===== src/rtl/counter_pkg.sv =====
// Shared definitions for the counter/timer library: direction encoding and
// terminal-value computation, used by counters and timer blocks alike.
package counter_pkg;

  localparam logic CNT_UP   = 1'b1;
  localparam logic CNT_DOWN = 1'b0;

  // Terminal value of a modulo-N count for the given direction:
  // the highest legal value going up, zero going down.
  function automatic longint unsigned term_val(input longint unsigned modulus,
                                               input logic dir);
    return (dir == CNT_UP) ? (modulus - 64'd1) : 64'd0;
  endfunction

endpackage


===== src/rtl/sync_updown_mod_counter.sv =====
// Synchronous modulo-N up/down counter with parallel load, cascadable
// terminal count, registered wrap pulse and optional one-shot stop.
module sync_updown_mod_counter
  import counter_pkg::*;
#(
  parameter int unsigned      WIDTH   = 4,
  parameter longint unsigned  MODULUS = (64'd1 << WIDTH),
  parameter bit               ONESHOT = 1'b0
) (
  input  logic             clk,
  input  logic             rst,
  input  logic             en,
  input  logic             up_dn,
  input  logic             load,
  input  logic [WIDTH-1:0] load_val,
  output logic [WIDTH-1:0] count,
  output logic             tc,
  output logic             wrap,
  output logic             done
);

  // Reject illegal configurations at elaboration rather than in silicon.
  if (WIDTH < 1 || WIDTH > 32) begin : g_bad_width
    $error("sync_updown_mod_counter: WIDTH must be 1..32");
  end
  if (MODULUS < 64'd2 || MODULUS > (64'd1 << WIDTH)) begin : g_bad_mod
    $error("sync_updown_mod_counter: MODULUS must be 2..2**WIDTH");
  end

  localparam logic [WIDTH-1:0] TERM_UP = WIDTH'(term_val(MODULUS, CNT_UP));
  localparam logic [WIDTH-1:0] TERM_DN = WIDTH'(term_val(MODULUS, CNT_DOWN));

  logic             at_term;
  logic [WIDTH-1:0] load_clamped;
  logic             done_q;

  // Terminal is judged against the direction presented this cycle, so a
  // direction flip takes effect at the very next edge.
  assign at_term      = (count == ((up_dn == CNT_UP) ? TERM_UP : TERM_DN));
  assign load_clamped = (load_val > TERM_UP) ? TERM_UP : load_val;

  // tc feeds the next stage's en; it must stay independent of wrap/done.
  assign tc   = en & at_term;
  assign done = ONESHOT ? done_q : 1'b0;

  // Count state: load beats enable; a stopped one-shot ignores en until reloaded.
  always_ff @(posedge clk or negedge rst) begin
    if (!rst) begin
      count  <= '0;
      wrap   <= 1'b0;
      done_q <= 1'b0;
    end else begin
      wrap <= 1'b0;
      if (load) begin
        count  <= load_clamped;
        done_q <= 1'b0;
      end else if (en && !done_q) begin
        if (!at_term) begin
          count <= (up_dn == CNT_UP) ? count + 1'b1 : count - 1'b1;
        end else if (!ONESHOT) begin
          count <= (up_dn == CNT_UP) ? TERM_DN : TERM_UP;
          wrap  <= 1'b1;
        end else begin
          done_q <= 1'b1;
        end
      end
    end
  end

endmodule


===== config.mk =====
export PLATFORM = sky130hd
export DESIGN_NAME = sync_updown_mod_counter
export DESIGN_NICKNAME = d
export VERILOG_FILES = /design/src/rtl/counter_pkg.sv /design/src/rtl/sync_updown_mod_counter.sv
export SDC_FILE = /design/constraint.sdc
export NUM_CORES = 1
export LEC_CHECK = 0
export BUFFER_PORTS_ARGS = -buffer_cell sky130_fd_sc_hd__buf_2
export CAP_MARGIN = 10
export CORE_AREA = 2 2 39 41
export CTS_BUF_LIST = sky130_fd_sc_hd__clkbuf_2
export DETAILED_ROUTE_END_ITERATION = 8
export DIE_AREA = 0 0 41 43
export PLACE_DENSITY = 0.56
export REMOVE_ABC_BUFFERS = 1
export SLEW_MARGIN = 20
export SYNTH_ARGS = -nofsm -noshare
export SYNTH_HDL_FRONTEND = slang
export SYNTH_SLANG_ARGS = --single-unit

===== constraint.sdc =====
create_clock -name clk -period 3 [get_ports clk]
set_input_delay 0.15 -clock clk [delete_from_list [all_inputs] [get_ports clk]]
set_output_delay 0.15 -clock clk [all_outputs]
set_load 0.01 [all_outputs]

==> results of run 1 <==
[worst max path at each step]
stage / start / depth (start not counted) / endpoint / slack, ns
after floorplan: count[0]$_DFFE_PN0P_ / 4 / count[2]$_DFFE_PN0P_ / 1.53
after global placement: count[0]$_DFFE_PN0P_ / 4 / count[2]$_DFFE_PN0P_ / 1.48
after detailed placement: count[0]$_DFFE_PN0P_ / 4 / count[2]$_DFFE_PN0P_ / 1.49
after CTS: count[2]$_DFFE_PN0P_ / 4 / tc / 1.39
after global routing: count[2]$_DFFE_PN0P_ / 4 / tc / 1.35
final: count[2]$_DFFE_PN0P_ / 4 / tc / 1.42
[power breakdown]
group	internal, mW	switching (mW)
Sequential	0.0812	0.0163
Combinational	0.0583	0.0609
Clock	0.0353	0.0303
Total	0.175	0.107
[critical path, delay by kind of cell, from the launching register on]
family                   cells  cell delay, ns
AO/OA/AOI/OAI                1            0.18
adder cells (fa/ha/maj)      1            0.38
buffers and inverters        1            0.13
flip-flops                   1            0.39
AND/OR/NAND/NOR              1            0.12
[flip-flops by register name, indices dropped and copies added, names as in the netlist]
signal	cells
count	4
wrap	1
[cell usage in the layout, fill, tap and decap left out, types with 2 or more instances in the layout]
master / n
buf_2: 14
nand2_1: 6
dfrtp_1: 5
clkbuf_2: 4
nor2_1: 3
a21oi_1: 3
xnor2_1: 3
inv_1: 2
a21o_1: 2
ha_1: 2
[logic make-up (layout without fill, tap and decap cells)]
logic type               count (synthesis)  in the layout  synth area share [%]
buffers and inverters                    3             21                  4.01
flip-flops                               5              5                  33.4
XOR/XNOR                                 4              4                  9.37
other                                    1              1                  1.00
AND/OR/NAND/NOR                         12             12                  15.4
adder cells (fa/ha/maj)                  3              3                  12.0
AO/OA/AOI/OAI                           13             13                  24.7
[cell type report]
class	count	area, µm²
clock buffers	4	20.0
fillers	154	897
inverters	2	7.51
multi-input cells	33	234
flip-flops and latches	5	125
well taps	16	20.0
repair buffers	15	80.1
[through the flow]
step | utilization [%] | total power [mW] | setup WS [ns] | cell area [µm²]
4_1_cts | 35.2 | 0.286 | 1.39 | 487
3_5_place_dp | 33.0 | 0.217 | 1.49 | 457
5_1_grt | 35.2 | 0.300 | 1.35 | 487
2_1_floorplan | - | 0.180 | 1.53 | 367
6_report | 35.2 | 0.282 | 1.42 | 487
3_3_place_gp | 33.0 | 0.217 | 1.48 | 457
[per-layer routing]
layer  track usage (%)  up-vias
met4              12.0        0
met1              15.5      163
met2              16.9       15
met5                 0        -
li1                  -      184
met3              3.14        4
[timing repair]
action | CTS | global route
setup buffers | 0 | 0
hold buffers | 1 | 0
endpoints found under the hold margin | 5 | 0
==> results.md, run 1 <==
* Status: complete, no violations
* Via count at 366
* Fin crit period at around 1.6 ns
* Crit Path Class: flop to output port
* Highest-delay cell along the critical path: dfrtp_1
* Fin. Hold Viols at 0
* Final GP Congestion at 0.799
* Total die area at ~1800 µm²
* Clock-pin slew reported for the worst setup and hold paths after clock tree synthesis at 0.06 ns
* Share of layout cells above drive strength 1 at between 30 and 40%
* # setup viols final at 0
* CP peak stage delay at 0.39 ns
* 1st-pass router iterations at 4
* CTS root buffer: clkbuf_2
* Setup TNS at 0 ns
* Hold Path End: count[0]$_DFFE_PN0P_
* Fin Clk Skew at just under 0.008 ns
* Final std cells w/o fill at 75
* Synth Area per Inst at 9.12 µm²
* Hold_sp: load_val[0]
* Placed insts at 70
* Yosys top cell by area: dfrtp_1
* Core area at between 1000 and 1500 µm²
* Mapped Cells at 41
* Peak supply drop at just under 0.2 mV
* CP startpoint kind: flop
* Most frequent cell after synthesis: nand2_1
* DRC viols at 0
* Worst EP required at between 2 and 3 ns
* Synth top area cells: dfrtp_1 33%, xnor2_1 7.0%, ha_1 6.7%
* Vias in the first global route at approximately 330
* FF-to-FF Start: count[0]$_DFFE_PN0P_
* P per Cell Area at a little under 600 nW/µm²
* Global route overflow at 0
* #FFs+latches synth at 5
* RSZ-0062 raised after global routing: no
* Num rows at 14
* Post-Synthesis Cell Area at between 300 and 400 µm²
* GRT Total Usage at 12.7%
* Die H at 43 µm
* Synth Flop Type: dfrtp_1
* Seq/Total Area, Yosys at around a third
* CTS resizes at 0
* Final Max Tran Viols at 0
* Fin Hold WS at 0.123 ns
* Clk buf depth at 2
* Die X at approximately 41 µm
* CP max FO at 5
* Synthesis-to-layout area growth at 30.1%
* Final nets at slightly above 70
* H-tree depth at 1
* Synthesis Warnings at 0
* Reg2Reg Depth at 4
* Pin count of the biggest net entering global routing at 9
* Initial antenna violation count at 0
* Post-synth top area share at between 30% and 40%
* Number of max-cap violations at 0
* Initial DRC count at 15
* Drt via density at 4.88
* Top cells by count, synth: 6 x nand2_1, 5 x dfrtp_1, 3 x a21oi_1, 3 x nor2_1, 3 x xnor2_1
* Worst skew pair latency at ~0.23 ns
* First-pass GRT wire length at about 1400 µm
* Ys async rst share at 100%
* Signal arrival time at the worst endpoint at ~1.4 ns
* Peak Freq at ~630 MHz
* Cell chain of the critical path: ha_1 -> o211ai_2 -> nor2_1 -> buf_2
* WL met3 at 53 µm
* Pleak at around 0.25 nW
* Routed len/inst at 11.2 µm
* Post-synth cell types at 23
* CTS tree: done
* Initial Utilization at 27.0%
* Number of buffers created by CTS at 3
* Detailed Route WL at roughly 840 µm
* Crit end category: output port
* IO Pins at 16
* Fin crit share at between 50% and 60%
* Clock sinks at 5
* I/O Buffers at 14
* Worst min path class: input pin to flop
* Worst R2R End: count[2]$_DFFE_PN0P_
* WL met2 at approximately 390 µm
* Antenna Violating Nets Remaining at 0
* Number of enable flip-flop cells after synthesis at 0
* Met1 WL at around 360 µm
* Worst Hold Path Cells at 3
* R2R setup slack at roughly 1.5 ns
* Top sig layer: met4
* Inserted Diodes at 0
Power figures use the tool's default switching activity.
==> inputs of run 2 (changes only) <==
==> constraint.sdc (replaced) <==
create_clock -name clk -period 1.5 [get_ports clk]
set_input_delay 0.075 -clock clk [delete_from_list [all_inputs] [get_ports clk]]
set_output_delay 0.075 -clock clk [all_outputs]
set_load 0.01 [all_outputs]
==> run 2 against run 1 <==
Clock-buffer cell count is the same. Sequential share of layout area fell by 3.8 points. Routed wire length increased by 28%. Worst setup slack worse by 1.4 ns. Highest routed layer unchanged.
==> results.md, run 2 (synthesized netlist as in run 1, its figures left out) <==
* Initial Utilization at 27.0% (unchanged)
* Status: complete, no violations (unchanged)
* Initial antenna violation count at 0 (unchanged)
* Detailed Route WL at 1070 µm (was 837 µm)
* Most common cell after layout, fill and taps aside: buf_2 (unchanged)
* Top reg by flops: count (unchanged)
* Largest register FFs at 4 (unchanged)
* Number of max-cap violations at 0 (unchanged)
* Pleak at 0.275 nW (was 0.252 nW)
* CP startpoint kind: flop (unchanged)
* Worst skew pair latency at 0.24 ns (was 0.23 ns)
* Core area at 1380 µm² (unchanged)
* Antenna Violating Nets Remaining at 0 (unchanged)
* Fin crit share at between 90% and 100%
* Worst min path class: input pin to flop (unchanged)
* Fin Clk Skew at 0.00860 ns (was 0.00769 ns)
* Placed insts at 72 (was 70)
* Setup TNS at 0 ns (unchanged)
* Routed len/inst at 13.5 µm (was 11.2 µm)
* Via count at 385 (was 366)
* Final nets at 76 (was 72)
* Signal arrival time at the worst endpoint at 1.38 ns (was 1.43 ns)
* Fin crit period at between 1 and 1.5 ns
* Peak Freq at 686 MHz
* I/O Buffers at 14 (unchanged)
* Inserted Diodes at 0 (unchanged)
* Final worst setup slack at 0.0419 ns (was 1.42 ns)
* Most frequent cells in the layout: 14 x buf_2, 6 x nand2_1, 4 x clkbuf_2 (was 14 x buf_2, 6 x nand2_1, 5 x dfrtp_1)
* Crit end category: output port (unchanged)
* Final GP Congestion at 0.739 (was 0.799)
* Dpl ws at 0.00620 ns (was 1.49 ns)
* Worst EP required at 1.42 ns (was 2.85 ns)
* CTS root buffer: clkbuf_2 (unchanged)
* CTS tree: done (unchanged)
* 1st-pass router iterations at 3 (was 4)
* Pin count of the biggest net entering global routing at 9 (unchanged)
* CP max FO at 5 (unchanged)
* Clock sinks at 5 (unchanged)
* IO Pins at 16 (unchanged)
* Die X at 41 µm (unchanged)
* Num rows at 14 (unchanged)
* Final std cells w/o fill at 79 (was 75)
* RSZ-0062 raised after global routing: yes (was no)
* Peak supply drop at 0.482 mV (was 0.192 mV)
* # setup viols final at 0 (unchanged)
* Crit Path Class: flop to output port (unchanged)
* DRC viols at 0 (unchanged)
* Area of the multi-input gates at 294 µm² (was 234 µm²)
* Fill cell count at 151 (was 154)
* Reg area at 128 µm² (was 125 µm²)
* First-pass GRT wire length at 1770 µm (was 1430 µm)
* Fin. Hold Viols at 0 (unchanged)
* Drt via density at 4.87 (was 4.88)
* Regs by FF count: count x4, wrap x1 (unchanged)
* Clk buf depth at 2 (unchanged)
* Synthesis-to-layout area growth at 55.9% (was 30.1%)
* P per Cell Area at 1160 nW/µm² (was 580 nW/µm²)
* Global route overflow at 0 (unchanged)
* Number of buffers created by CTS at 3 (unchanged)
* Dpl hpwl at 718 µm
* Share of layout cells above drive strength 1 at 50.8% (was 35.6%)
* Clock-pin slew reported for the worst setup and hold paths after clock tree synthesis at 0.06 ns (about the same)
* H-tree depth at 1 (unchanged)
* GRT Total Usage at 15.8% (was 12.7%)
* Final Max Tran Viols at 0 (unchanged)
* Vias in the first global route at 379 (was 332)
* Total die area at 1760 µm² (unchanged)
* Initial DRC count at 2 (was 15)
* Die H at 43 µm (unchanged)
run 2: routing by layer:
layer	part of all wire, %	routed length [µm]	vias to the layer above	track usage, %
li1	-	-	189	-
met5	0	0	-	0
met2	50	530	12	21.6
met3	4.3	46	5	4.71
met1	43	455	179	20.7
met4	3.4	36	0	10.0
run 2: layout make-up:
class | count | share of cell area, %
clock buffer | 4 | 3.43
tap | 16 | 3.43
multi-input combinational | 33 | 50.4
timing repair buffer | 19 | 19.5
inverter | 2 | 1.29
sequential | 5 | 21.9
run 2: path summary, 6_finish.rpt:
kind                                           start  depth (start not counted)  slack, ns                   end
worst min register to register  count[3]$_DFFE_PN0P_                          2       0.59  count[3]$_DFFE_PN0P_
max in group asynchronous                        rst                          2       1.15  count[1]$_DFFE_PN0P_
worst max register to register  count[1]$_DFFE_PN0P_                          4       0.05  count[2]$_DFFE_PN0P_
worst min-delay path                     load_val[0]                          3       0.04  count[0]$_DFFE_PN0P_
worst max-delay path            count[0]$_DFFE_PN0P_                          5       0.04                    tc
min in group asynchronous                        rst                          2       0.19  count[0]$_DFFE_PN0P_
run 2: stage by stage:
stage | power, mW | area (µm²) | util, % | hold slack [ns]
6_report | 0.676 | 583 | 42.1 | 0.0398
5_1_grt | 0.723 | 583 | 42.1 | 0.0637
4_1_cts | 0.629 | 547 | 39.5 | 0.0406
3_5_place_dp | 0.447 | 472 | 34.1 | -0.101
3_3_place_gp | 0.441 | 472 | 34.1 | -0.101
2_1_floorplan | 0.361 | 367 | - | -0.221
run 2: critical path, cell delays in order (launching register included):
cell and delay, ns:
dfrtp_1 0.41, buf_6 0.14, nor3_4 0.22, o211ai_4 0.14, nor2_1 0.10, buf_2 0.13
run 2: timing repair:
| action | 4_1_cts | 5_1_grt |
|---|---|---|
| hold buffers | 1 | 0 |
| pin swaps | 1 | 2 |
| setup endpoints to repair | 2 | 4 |
| setup buffers | 1 | 1 |
| gates cloned | 0 | 0 |
| hold endpoints to repair | 5 | 0 |
| gates resized for setup | 5 | 7 |
run 2: where the power goes:
part / leakage [nW] / switching, mW / internal, mW
logic: 0.198 / 0.159 / 0.177
clock network: 0.0166 / 0.0628 / 0.0705
registers: 0.0596 / 0.0413 / 0.165
total: 0.275 / 0.263 / 0.413
==> inputs of run 3 (changes only) <==
--- a/config.mk
+++ b/config.mk
@@ -11,8 +11,9 @@
 export CTS_BUF_LIST = sky130_fd_sc_hd__clkbuf_2
 export DETAILED_ROUTE_END_ITERATION = 8
 export DIE_AREA = 0 0 41 43
-export PLACE_DENSITY = 0.56
+export PLACE_DENSITY = 0.61
 export REMOVE_ABC_BUFFERS = 1
+export SKIP_CTS_REPAIR_TIMING = 1
 export SLEW_MARGIN = 20
 export SYNTH_ARGS = -nofsm -noshare
 export SYNTH_HDL_FRONTEND = slang
==> run 3 against run 2 <==
Clock power is essentially flat. Highest routed layer unchanged. Via count grew 1.8%. Non-clock buffer count grew 2. Clock skew shrank 0.0055 ns. Global-route usage shrank 2.6 points. Largest cell class unchanged. Die area is the same. Routed wire length shrank 6.4%. Combinational power shrank 2%. Final cell count grew 2.5%.
==> results.md, run 3 (synthesized netlist as in run 1, its figures left out) <==
* Pin count of the biggest net entering global routing at 9 (unchanged)
* Peak Freq at 669 MHz (was 686 MHz)
* Routed len/inst at 12.3 µm (was 13.5 µm)
* Synthesis-to-layout area growth at 53.2% (was 55.9%)
* Final Max Tran Viols at 0 (unchanged)
* Worst EP required at 1.61 ns (was 1.42 ns)
* CP max FO at 5 (unchanged)
* Power, Total at 0.656 mW (was 0.676 mW)
* Crit end category: flop (was output port)
* Final GP Congestion at 0.749 (was 0.739)
* Fin crit share at 99.7% (was 97.2%)
* Pleak at 0.280 nW (was 0.275 nW)
* Worst skew pair latency at 0.23 ns (was 0.24 ns)
* Initial DRC count at 8 (was 2)
* P per Cell Area at 1140 nW/µm² (was 1160 nW/µm²)
* Top reg by flops: count (unchanged)
* Status: complete, no violations (unchanged)
* # setup viols final at 0 (unchanged)
* Clock sinks at 5 (unchanged)
* Worst min path class: input pin to flop (unchanged)
* Fin crit period at 1.50 ns (was 1.46 ns)
* Hold Path End: count[0]$_DFFE_PN0P_ (unchanged)
* Regs by FF count: count x4, wrap x1 (unchanged)
* Crit Path Class: flop to flop (was flop to output port)
* Reg2Reg Depth at 4 (unchanged)
* Peak supply drop at 0.387 mV (was 0.482 mV)
* Die H at 43 µm (unchanged)
* Clk buf depth at 2 (unchanged)
* Antenna Violating Nets Remaining at 0 (unchanged)
* 1st-pass router iterations at 2 (was 3)
* Num rows at 14 (unchanged)
* Final nets at 78 (was 76)
* Number of max-cap violations at 0 (unchanged)
* CTS tree: done (unchanged)
* I/O Buffers at 14 (unchanged)
* Signal arrival time at the worst endpoint at 1.60 ns (was 1.38 ns)
* Most common cell after layout, fill and taps aside: buf_2 (unchanged)
* Number of buffers created by CTS at 3 (unchanged)
* CP startpoint kind: flop (unchanged)
* Total die area at 1760 µm² (unchanged)
* H-tree depth at 1 (unchanged)
* Global route overflow at 0 (unchanged)
* Via count at 392 (was 385)
* Final worst setup slack at 0.00431 ns (was 0.0419 ns)
* Drt via density at 4.84 (was 4.87)
* Vias in the first global route at 332 (was 379)
* Initial antenna violation count at 0 (unchanged)
* Die X at 41 µm (unchanged)
* Worst Hold Path Cells at 3 (unchanged)
* Most frequent cells in the layout: 14 x buf_2, 6 x nand2_1, 5 x dfrtp_1, 5 x buf_4, 4 x clkbuf_2 (was 14 x buf_2, 6 x nand2_1, 4 x clkbuf_2)
* IO Pins at 16 (unchanged)
* GRT Total Usage at 13.2% (was 15.8%)
* Core area at 1380 µm² (unchanged)
* CTS root buffer: clkbuf_2 (unchanged)
* Fin Clk Skew at 0.00311 ns (was 0.00860 ns)
* Dpl ws at -0.0241 ns (was 0.00620 ns)
* R2R setup slack at 0.004 ns (was 0.05 ns)
* Hold_sp: load_val[0] (unchanged)
* Inserted Diodes at 0 (unchanged)
* Worst R2R End: count[2]$_DFFE_PN0P_ (unchanged)
* Share of layout cells above drive strength 1 at 46.2% (was 50.8%)
* Setup TNS at 0 ns (unchanged)
* DRC viols at 0 (unchanged)
* Initial Utilization at 27.0% (unchanged)
* Dpl hpwl at 731 µm (was 718 µm)
* Clock-pin slew reported for the worst setup and hold paths after clock tree synthesis at 0.06 ns (about the same)
* Fin. Hold Viols at 0 (unchanged)
* Detailed Route WL at 1000 µm (was 1070 µm)
* FF-to-FF Start: count[2]$_DFFE_PN0P_ (was count[1]$_DFFE_PN0P_)
* RSZ-0062 raised after global routing: yes (unchanged)
* First-pass GRT wire length at 1420 µm (was 1770 µm)
* Largest register FFs at 4 (unchanged)
-- run 3: cell count changes in the layout (fill, tap and decap cells not counted), sizes merged --
cell	previous run	this run
buf	18	20
-- run 3: worst max path at each step --
| stage | startpoint | end |
|---|---|---|
| 2_1_floorplan | count[0]$_DFFE_PN0P_ | count[2]$_DFFE_PN0P_ |
| 3_3_place_gp | count[1]$_DFFE_PN0P_ | count[3]$_DFFE_PN0P_ |
| 3_5_place_dp | count[1]$_DFFE_PN0P_ | count[3]$_DFFE_PN0P_ |
| 4_1_cts | count[0]$_DFFE_PN0P_ | tc |
| 5_1_grt | count[1]$_DFFE_PN0P_ | count[2]$_DFFE_PN0P_ |
| 6_report | count[2]$_DFFE_PN0P_ | count[2]$_DFFE_PN0P_ |
-- run 3: area by class of cell --
class	instances	area, µm²
sequential	5	125
timing repair buffer	21	129
multi-input combinational	33	272
tap	16	20.0
clock buffer	4	20.0
inverter	2	7.51
fill	148	811
-- run 3: power by group --
group	switching [mW]	internal (mW)	leakage [nW]	total (mW)
Clock	0.0600	0.0706	0.0166	0.131
Sequential	0.0340	0.162	0.0618	0.196
Combinational	0.159	0.171	0.201	0.329
-- run 3: worst max-delay path, stage by stage, from the launching register on --
cell and delay, ns:
dfrtp_1 0.38, ha_2 0.41, o211ai_4 0.13, buf_4 0.15, a221o_1 0.31
-- run 3: metal layers --
metal / track usage [%] / part of all wire (%)
met5: 0 / 0
met4: 10.0 / 2.2
met3: 7.85 / 6.3
met2: 15.9 / 47
met1: 16.2 / 44
-- run 3: through the flow --
stage	hold slack, ns	cell area, µm²	std cells	util (%)
floorplan	-0.221	367	40	-
global placement	-0.102	472	72	34.1
detailed placement	-0.102	472	72	34.1
CTS	-0.355	492	76	35.5
global route	0.0417	573	81	41.4
finish	0.0559	573	81	41.4
